--- src/rtl/mul_div_unit.sv ---
// Iterative multiply/divide unit.
// Multiplies by shift-add and divides by restoring shift-subtract, one bit
// per cycle over WIDTH cycles, then applies the sign correction in a single
// FIX cycle. Signed operations work on magnitudes internally, and the sign
// of each result is recorded when the operation is accepted.
module mul_div_unit #(
  parameter int WIDTH = 32
) (
  input  logic             Clock,
  input  logic             Reset,
  input  logic             Start,
  input  logic [1:0]       Op,
  input  logic [WIDTH-1:0] busA,
  input  logic [WIDTH-1:0] busB,
  output logic             Busy,
  output logic             Done,
  output logic [WIDTH-1:0] HI,
  output logic [WIDTH-1:0] LO,
  output logic             DivZero
);

  localparam int CW = $clog2(WIDTH);

  localparam logic [1:0] ST_IDLE = 2'd0;
  localparam logic [1:0] ST_CALC = 2'd1;
  localparam logic [1:0] ST_FIX  = 2'd2;
  localparam logic [1:0] ST_DONE = 2'd3;

  localparam logic [CW-1:0]      CNT_ONE  = {{(CW-1){1'b0}}, 1'b1};
  localparam logic [CW-1:0]      CNT_ZERO = {CW{1'b0}};
  localparam logic [CW-1:0]      CNT_LAST = CW'(WIDTH - 1);
  localparam logic [WIDTH-1:0]   ZERO_W   = {WIDTH{1'b0}};
  localparam logic [WIDTH-1:0]   ONES_W   = {WIDTH{1'b1}};
  localparam logic [WIDTH-1:0]   ONE_W    = {{(WIDTH-1){1'b0}}, 1'b1};
  localparam logic [2*WIDTH-1:0] ONE_2W   = {{(2*WIDTH-1){1'b0}}, 1'b1};

  // Two's-complement negation helpers.
  function automatic logic [WIDTH-1:0] neg_w(input logic [WIDTH-1:0] v);
    return ~v + ONE_W;
  endfunction

  function automatic logic [2*WIDTH-1:0] neg_2w(input logic [2*WIDTH-1:0] v);
    return ~v + ONE_2W;
  endfunction

  logic [1:0]       state_r;
  logic [1:0]       state_nx_s;
  logic [CW-1:0]    cnt_r;
  logic             op_div_r;
  logic             neg_lo_r;     // negate product / quotient in FIX
  logic             neg_hi_r;     // negate remainder in FIX (divide only)
  logic [WIDTH-1:0] opnd_r;       // multiplicand or divisor magnitude
  logic [WIDTH-1:0] acc_r;        // high product half / partial remainder
  logic [WIDTH-1:0] q_r;          // multiplier shifting out / quotient shifting in

  logic             accept_s;
  logic             is_div_s;
  logic             is_signed_s;
  logic             a_neg_s;
  logic             b_neg_s;
  logic             div_zero_s;
  logic [WIDTH-1:0] a_mag_s;
  logic [WIDTH-1:0] b_mag_s;

  logic [WIDTH:0]   mul_sum_s;
  logic [WIDTH:0]   mul_pick_s;
  logic [WIDTH:0]   div_shl_s;
  logic             div_ge_s;
  logic [WIDTH-1:0] div_sub_s;

  logic [2*WIDTH-1:0] prod_fix_s;
  logic [WIDTH-1:0]   quo_fix_s;
  logic [WIDTH-1:0]   rem_fix_s;
  logic [WIDTH-1:0]   res_hi_s;
  logic [WIDTH-1:0]   res_lo_s;

  // Decode the request and form operand magnitudes.
  always_comb begin
    accept_s    = Start && ((state_r == ST_IDLE) || (state_r == ST_DONE));
    is_div_s    = Op[1];
    is_signed_s = Op[0];
    a_neg_s     = is_signed_s & busA[WIDTH-1];
    b_neg_s     = is_signed_s & busB[WIDTH-1];
    a_mag_s     = a_neg_s ? neg_w(busA) : busA;
    b_mag_s     = b_neg_s ? neg_w(busB) : busB;
    div_zero_s  = is_div_s && (busB == ZERO_W);
  end

  // One iteration step for both multiply and divide.
  always_comb begin
    mul_sum_s  = {1'b0, acc_r} + {1'b0, opnd_r};
    mul_pick_s = q_r[0] ? mul_sum_s : {1'b0, acc_r};
    div_shl_s  = {acc_r, q_r[WIDTH-1]};
    div_ge_s   = (div_shl_s >= {1'b0, opnd_r});
    div_sub_s  = div_shl_s[WIDTH-1:0] - opnd_r;
  end

  // Sign correction and result selection, applied in the FIX cycle.
  always_comb begin
    prod_fix_s = neg_lo_r ? neg_2w({acc_r, q_r}) : {acc_r, q_r};
    quo_fix_s  = neg_lo_r ? neg_w(q_r) : q_r;
    rem_fix_s  = neg_hi_r ? neg_w(acc_r) : acc_r;
    if (op_div_r) begin
      res_hi_s = rem_fix_s;
      res_lo_s = quo_fix_s;
    end else begin
      res_hi_s = prod_fix_s[2*WIDTH-1:WIDTH];
      res_lo_s = prod_fix_s[WIDTH-1:0];
    end
  end

  // Next-state logic.
  always_comb begin
    state_nx_s = state_r;
    case (state_r)
      ST_IDLE, ST_DONE: begin
        if (accept_s) begin
          state_nx_s = div_zero_s ? ST_DONE : ST_CALC;
        end else begin
          state_nx_s = ST_IDLE;
        end
      end
      ST_CALC: begin
        if (cnt_r == CNT_LAST) begin
          state_nx_s = ST_FIX;
        end else begin
          state_nx_s = ST_CALC;
        end
      end
      ST_FIX:  state_nx_s = ST_DONE;
      default: state_nx_s = ST_IDLE;
    endcase
  end

  // State, datapath and registered outputs.
  always_ff @(posedge Clock) begin
    if (Reset) begin
      state_r  <= ST_IDLE;
      cnt_r    <= CNT_ZERO;
      op_div_r <= 1'b0;
      neg_lo_r <= 1'b0;
      neg_hi_r <= 1'b0;
      opnd_r   <= ZERO_W;
      acc_r    <= ZERO_W;
      q_r      <= ZERO_W;
      Busy     <= 1'b0;
      Done     <= 1'b0;
      HI       <= ZERO_W;
      LO       <= ZERO_W;
      DivZero  <= 1'b0;
    end else begin
      state_r <= state_nx_s;
      Busy    <= (state_nx_s == ST_CALC) || (state_nx_s == ST_FIX);
      Done    <= (state_nx_s == ST_DONE);
      case (state_r)
        ST_IDLE, ST_DONE: begin
          if (accept_s) begin
            op_div_r <= is_div_s;
            neg_lo_r <= a_neg_s ^ b_neg_s;
            neg_hi_r <= is_div_s ? a_neg_s : (a_neg_s ^ b_neg_s);
            cnt_r    <= CNT_ZERO;
            if (div_zero_s) begin
              HI      <= busA;
              LO      <= ONES_W;
              DivZero <= 1'b1;
            end else begin
              DivZero <= 1'b0;
              acc_r   <= ZERO_W;
              opnd_r  <= is_div_s ? b_mag_s : a_mag_s;
              q_r     <= is_div_s ? a_mag_s : b_mag_s;
            end
          end
        end
        ST_CALC: begin
          cnt_r <= cnt_r + CNT_ONE;
          if (op_div_r) begin
            acc_r <= div_ge_s ? div_sub_s : div_shl_s[WIDTH-1:0];
            q_r   <= {q_r[WIDTH-2:0], div_ge_s};
          end else begin
            acc_r <= mul_pick_s[WIDTH:1];
            q_r   <= {mul_pick_s[0], q_r[WIDTH-1:1]};
          end
        end
        ST_FIX: begin
          HI <= res_hi_s;
          LO <= res_lo_s;
        end
        default: begin
          cnt_r <= CNT_ZERO;
        end
      endcase
    end
  end

endmodule

--- config.mk ---
export PLATFORM = sky130hd
export DESIGN_NAME = mul_div_unit
export DESIGN_NICKNAME = d
export VERILOG_FILES = /design/src/rtl/mul_div_unit.sv
export SDC_FILE = /design/constraint.sdc
export NUM_CORES = 1
export LEC_CHECK = 0
export CAP_MARGIN = 20
export CORE_UTILIZATION = 60
export CTS_CLUSTER_SIZE = 24
export DETAILED_ROUTE_END_ITERATION = 16
export GPL_TIMING_DRIVEN = 0
export PLACE_DENSITY = 0.83
export SKIP_CTS_REPAIR_TIMING = 1
export SLEW_MARGIN = 20
export SYNTH_ARGS = -nofsm -noshare
export SYNTH_HDL_FRONTEND = slang
export SYNTH_SLANG_ARGS = --single-unit
--- constraint.sdc ---
create_clock -name Clock -period 4.2 [get_ports Clock]
set_input_delay 1.26 -clock Clock [delete_from_list [all_inputs] [get_ports Clock]]
set_output_delay 1.26 -clock Clock [all_outputs]
set_load 0.01 [all_outputs]
* Yosys cells after proc, flatten, opt, wreduce, memory -nomap -nowiden
Index checks and enable logic that the tools add are counted.
Storage, ports and cells: flip-flop bits (word level) 173, word-level logic and storage cells 88, output and inout bits 67, input bits 69
Cells by class: mux-type cells 33, eq/ne operators 10, magnitude comparators 1, reduce and logical (&&, ||, !) cells 14, add/sub/neg operators 8, bitwise operators 9
Operator list (number):
- $mux W32 | 19
- $pmux W32 S2 | 4
- $add A32 B1 Y32 const B | 4
- $not A32 Y32 | 4
- $add A64 B1 Y64 const B | 1
- $mux W64 | 1
- $not A64 Y64 | 1
- $add A32 B32 Y33 | 1
- $ge A33 B32 Y1 | 1
- $mux W33 | 1
- $logic_not A32 Y1 | 1
- $sub A32 B32 Y32 | 1
- $pmux W5 S2 | 1
- $reduce_and A3 Y1 | 3
- $eq A2 B2 Y1 const B | 4
- $mux W2 | 3
- $ne A2 B2 Y1 const B | 3
- $pmux W2 S3 | 1
- $add A5 B1 Y5 const B | 1
- $eq A5 B5 Y1 const B | 1
- $mux W5 | 1
- $eq A2 B1 Y1 const B | 2
- $reduce_and A2 Y1 | 2
- $reduce_bool A2 Y1 | 2
- other kinds (8) | 12

* Longest topological paths before layout
word-level depth 7, gate-level depth with buffers 15, gate-level depth less buffers 13

* Worst setup path before layout
Ideal clock, no wire load.
kind input-to-reg, start point input busB[0], end point register Busy, buffers on the path 3, arrival time 3.816 ns, slack 0.256 ns, data required time 4.073 ns, stages on the path 14, setup time 0.127 ns, cells stage by stage inv_1 ha_1 or3b_1 or4_1 buf_2 nor3_2 and4b_1 nand2_1 o21a_1 clkbuf_1 buf_2 nand2_1 ha_1 nor2b_1
Between the ends: longest elaborated chain between the ends 7, elaborated cells on any way between the ends 8, those cells by class eq/ne (2); mux (3); reduce/logical (3)
RTL lines:
- start: declaration | RTL line 14 | input logic [WIDTH-1:0] busB,
- $logic_not A32 Y1 (*) | RTL line 86 | div_zero_s = is_div_s && (busB == ZERO_W);
- $logic_and A1 B1 Y1 (*) | RTL line 86
- $mux W2 (*) | RTL line 118 | state_nx_s = div_zero_s ? ST_DONE : ST_CALC;
- $mux W2 (*) | RTL line 117 | if (accept_s) begin
- $pmux W2 S3 (*) | RTL line 115 | case (state_r)
- net state_nx_s[1] | RTL line 47 | logic [1:0] state_nx_s;
- $eq A2 B1 Y1 or $eq A2 B2 Y1 (tied branches) | RTL line 153 | Busy <= (state_nx_s == ST_CALC) || (state_nx_s == ST_FIX);
- $logic_or A1 B1 Y1 (*) | RTL line 153
- end signal: assignment | RTL line 153
- end: declaration | RTL line 15 | output logic Busy,
The timed path passes the listed nets; every way through them passes the cells marked *. A chain may end at the register's enable or synchronous reset.

* Worst setup path after layout
start point input busA[12], end point register q_r[22]
Between the ends: longest elaborated chain between the ends 7
RTL lines:
- start: declaration | RTL line 13 | input logic [WIDTH-1:0] busA,
- $not A32 Y32 | RTL line 39 | return ~v + ONE_W;
- $add A32 B1 Y32 | RTL line 39
- $mux W32 | RTL line 84 | a_mag_s = a_neg_s ? neg_w(busA) : busA;
- $mux W32 | RTL line 170 | q_r <= is_div_s ? a_mag_s : b_mag_s;
- $mux W32 | RTL line 162 | if (div_zero_s) begin
- $mux W32 | RTL line 157 | if (accept_s) begin
- $pmux W32 S2 | RTL line 155 | case (state_r)
- end signal: assignment | RTL line 170
- end signal: assignment | RTL line 178 | q_r <= {q_r[WIDTH-2:0], div_ge_s};
- end signal: assignment | RTL line 181 | q_r <= {mul_pick_s[0], q_r[WIDTH-1:1]};
- end: declaration | RTL line 54 | logic [WIDTH-1:0] q_r;
Every way passes these cells. The select of a mux whose other input is x is not followed.

==> impl_table.tex <==
\begin{tabular}{lr}
\hline
Metric & Value \\
\hline
\multicolumn{2}{l}{\textbf{Run status}} \\
\quad Run status & finished, violations left \\
\quad Violated checks & negative setup slack \\
\multicolumn{2}{l}{\textbf{Synthesis}} \\
\quad Async SR Flop Fraction & 0 \\
\quad Post-Syn Area per Cell & 7.45 µm² \\
\quad Post-synth EDFFs & 0 \\
\quad Primary FF master, synth & sky130\_fd\_sc\_hd\_\_dfxtp\_1 \\
\quad Cell variety after synth & 86 \\
\quad Synthesized cell area & 14900 µm² \\
\quad Warning count from the yosys run & 0 \\
\quad Post-synthesis cell count & 2003 \\
\quad Synthesized netlist net count & 2147 \\
\quad Register bit total from synthesis & 173 \\
\quad Sequential-to-total area share from yosys stat & 0.232 \\
\multicolumn{2}{l}{\textbf{Global routing}} \\
\quad All-Layer GR Usage & 0.462 \\
\quad Wire length of the first global-routing pass & 90.6 mm \\
\quad Vias in the first global route & 15552 \\
\quad Residual overflow from global routing & 0 \\
\quad Maximum number of pins on one net before global-route repair & 21 \\
\quad Antenna violations before repair & 1 \\
\multicolumn{2}{l}{\textbf{Setup path}} \\
\quad Worst-path cell chain & clkdlybuf4s50\_1 > or4\_1 > nor4\_4 > nand4\_1 > o31ai\_1 > xor2\_1 > a211oi\_1 > a211oi\_1 > nor3\_1 \\
\quad Endpoint type of the worst setup path & register \\
\quad Data required, critical path & 4.53 ns \\
\quad Gate family responsible for the most delay along the worst path & simple AND/OR/NAND/NOR gates \\
\quad Buf+Inv Stages, Crit Path & 1 \\
\quad Maximum fanout encountered on the critical timing path & 5 \\
\quad Kind of critical path & in2reg \\
\quad Master of the slowest instance on the critical path & sky130\_fd\_sc\_hd\_\_or4\_1 \\
\quad Arrival time at the worst endpoint & 4.56 ns \\
\quad Cell repeated most along the worst path & sky130\_fd\_sc\_hd\_\_a211oi\_1 \\
\quad Critical path startpoint category & input port \\
\quad Maximum single-stage delay on the critical path & 0.69 ns \\
\multicolumn{2}{l}{\textbf{STA}} \\
\quad Slew at the pin closest to its max-slew limit & 1.04 ns \\
\quad Slew Viols, Final & 0 \\
\quad Final setup skew & 0.0159 ns \\
\quad Timing-limited maximum frequency & 237 MHz \\
\quad PnR worst setup slack & -0.0274 ns \\
\quad Fin crit share & 1.01 \\
\quad Hold WS & 0.487 ns \\
\quad Setup-violating endpoint count in the final report & 1 \\
\quad Worst relative slew slack & 0.307 \\
\quad Number of endpoints with negative hold slack in the final report & 0 \\
\quad Final Critical Period & 4.23 ns \\
\multicolumn{2}{l}{\textbf{Layout}} \\
\quad Most frequent standard cell in the layout excluding fill and tap cells & sky130\_fd\_sc\_hd\_\_nor2\_1 \\
\quad Net count, final & 2299 \\
\quad Non-filler cells, final & 2493 \\
\quad Post-route cell area & 17500 µm² \\
\quad Layout area overhead & 17.4\% \\
\quad Share of final-layout standard cells stronger than drive strength 1 & 0.0673 \\
\quad Utilization after layout & 0.719 \\
\quad Final-layout fill cell count & 2107 \\
\quad Commonest cells after routing, fill and taps aside & 241 x sky130\_fd\_sc\_hd\_\_nor2\_1, 186 x sky130\_fd\_sc\_hd\_\_nand2\_1, 173 x sky130\_fd\_sc\_hd\_\_dfxtp\_1 \\
\multicolumn{2}{l}{\textbf{Power and ir drop}} \\
\quad Final total power & 5.45 mW \\
\quad Areal power density over the cells & 311 nW/µm² \\
\quad Peak ir drop on the vdd network & 0.000292 V \\
\quad Reported leakage power & 6.71 nW \\
\multicolumn{2}{l}{\textbf{Die}} \\
\quad Full die area & 25500 µm² \\
\quad Ports & 136 \\
\quad Number of rows in the core area & 57 \\
\quad Area of the core region & 24400 µm² \\
\quad Initial standard-cell utilization of the core & 0.612 \\
\quad DIE HEIGHT & 160 µm \\
\quad Horizontal die dimension & 160 µm \\
\multicolumn{2}{l}{\textbf{Placement}} \\
\quad Count of buffers from port buffering & 131 \\
\quad Total placed cells including tap cells & 2458 \\
\quad Final estimated routing congestion in global placement & 1.04 \\
\quad Final HPWL DP & 47.8 mm \\
\quad Placed Instance Area & 16600 µm² \\
\multicolumn{2}{l}{\textbf{Routing}} \\
\quad Post-detailed-route DRC marker count & 0 \\
\quad Total via count in the routed design & 17008 \\
\quad Iteration-0 DRC count of the detailed router & 2727 \\
\quad WL per Instance & 24.4 µm \\
\quad Final ANT Viol Nets & 0 \\
\quad Vias per cell & 6.82 \\
\quad Iteration count of the initial detailed-routing pass & 7 \\
\quad Final wirelength & 60.7 mm \\
\multicolumn{2}{l}{\textbf{Flow run}} \\
\quad Max capacitance violation total & 0 \\
\multicolumn{2}{l}{\textbf{Clock network}} \\
\quad CTS Root Buffer Type & sky130\_fd\_sc\_hd\_\_clkbuf\_16 \\
\quad Clock latency of the later-clocked register in the worst-skew pair & 0.46 ns \\
\quad Clock tree from TritonCTS & done \\
\quad Total clock buffers created by CTS & 17 \\
\quad Buffer levels on the longest clock path & 2 \\
\quad Number of clock sinks & 173 \\
\quad H-tree Lvls & 4 \\
\quad Clock-pin slew of the registers on the worst-case setup and hold paths & 0.09 ns \\
\multicolumn{2}{l}{\textbf{Hold path}} \\
\quad Worst hold path class & reg2reg \\
\hline
\end{tabular}
-- metrics by stage --
step / TNS [ns] / worst slack [ns]
global route: -0.0853 / -0.0614
finish: -0.0274 / -0.0274
detailed placement: -109.68 / -0.951
global placement: -94.71 / -0.888
floorplan: 0 / 0.256
CTS: -35.52 / -0.507
-- where the power goes --
group | switching [mW] | internal (mW)
Sequential | 0.129 | 1.71
Clock | 0.888 | 0.874
Combinational | 1.19 | 0.656
-- cell families after synthesis --
logic type / count (synthesis) / share of synthesized area
buffers and inverters: 220 / 0.0602
AOI/OAI and AO/OA: 611 / 0.275
muxes: 88 / 0.0610
DFF: 173 / 0.232
adders and majority gates: 75 / 0.0639
and+or+nand+nor: 673 / 0.212
xor gates and xnor gates: 163 / 0.0956
-- layout make-up --
| type | count | area [µm²] | share of cell area |
|---|---|---|---|
| diodes | 1 | 2.50 | 0.000143 |
| plain buffers | 144 | 646 | 0.0368 |
| clock buffers | 17 | 425 | 0.0243 |
| clock inverters | 15 | 220 | 0.0126 |
| inverters | 73 | 274 | 0.0156 |
| multi-input cells | 1610 | 10700 | 0.612 |
| flip-flops and latches | 173 | 3460 | 0.198 |
| well taps | 324 | 405 | 0.0231 |
| repair buffers | 136 | 1370 | 0.0781 |
-- synth_stat cells (47+ instances only) --
cell type                  number  area share
sky130_fd_sc_hd__inv_1         71       0.018
sky130_fd_sc_hd__a21oi_1      170       0.057
sky130_fd_sc_hd__dfxtp_1      173        0.23
sky130_fd_sc_hd__xnor2_1       93       0.055
sky130_fd_sc_hd__nand2_1      186       0.047
sky130_fd_sc_hd__a211oi_1      82       0.041
sky130_fd_sc_hd__clkbuf_1     106       0.027
sky130_fd_sc_hd__nor3_1        47       0.016
sky130_fd_sc_hd__o21ai_0       96       0.032
sky130_fd_sc_hd__xor2_1        70       0.041
sky130_fd_sc_hd__nor2_1       242       0.061
sky130_fd_sc_hd__ha_1          73       0.061
sky130_fd_sc_hd__mux2i_1       64       0.043
-- per-layer routing --
layer  GRT usage  wire length, µm  up-vias
met1       0.629            24000     7925
li1            -                -     7588
met2       0.693            25400     1293
met5           0                0        -
met3       0.112             8520      202
met4       0.192             2850        0
-- flip-flops by register name (all words and copies together) (netlist names), 2 cells and up --
name     count
state_r      2
acc_r       32
LO          32
opnd_r      32
HI          32
cnt_r        5
q_r         32
-- tightest hold or removal path, delay by kind of cell, from the launching register on --
| kind | cells | cell delay (ns) |
|---|---|---|
| compound gates | 1 | 0.05 |
| flops | 1 | 0.33 |
| simple gates | 1 | 0.06 |
-- final timing paths --
| path | startpoint | endpoint | slack [ns] | cells after the start |
|---|---|---|---|---|
| setup / recovery | busA[12] | q_r[22]$_SDFFE_PP0P_ | -0.03 | 9 |
| hold / removal | HI[23]$_SDFFE_PP0P_ | HI[23]$_SDFFE_PP0P_ | 0.49 | 2 |
| setup reg to reg | opnd_r[8]$_SDFFE_PP0P_ | acc_r[30]$_SDFFE_PP0P_ | 0.09 | 14 |
| hold reg to reg | HI[23]$_SDFFE_PP0P_ | HI[23]$_SDFFE_PP0P_ | 0.49 | 2 |
Note: power is estimated with default switching activity, not from simulation.
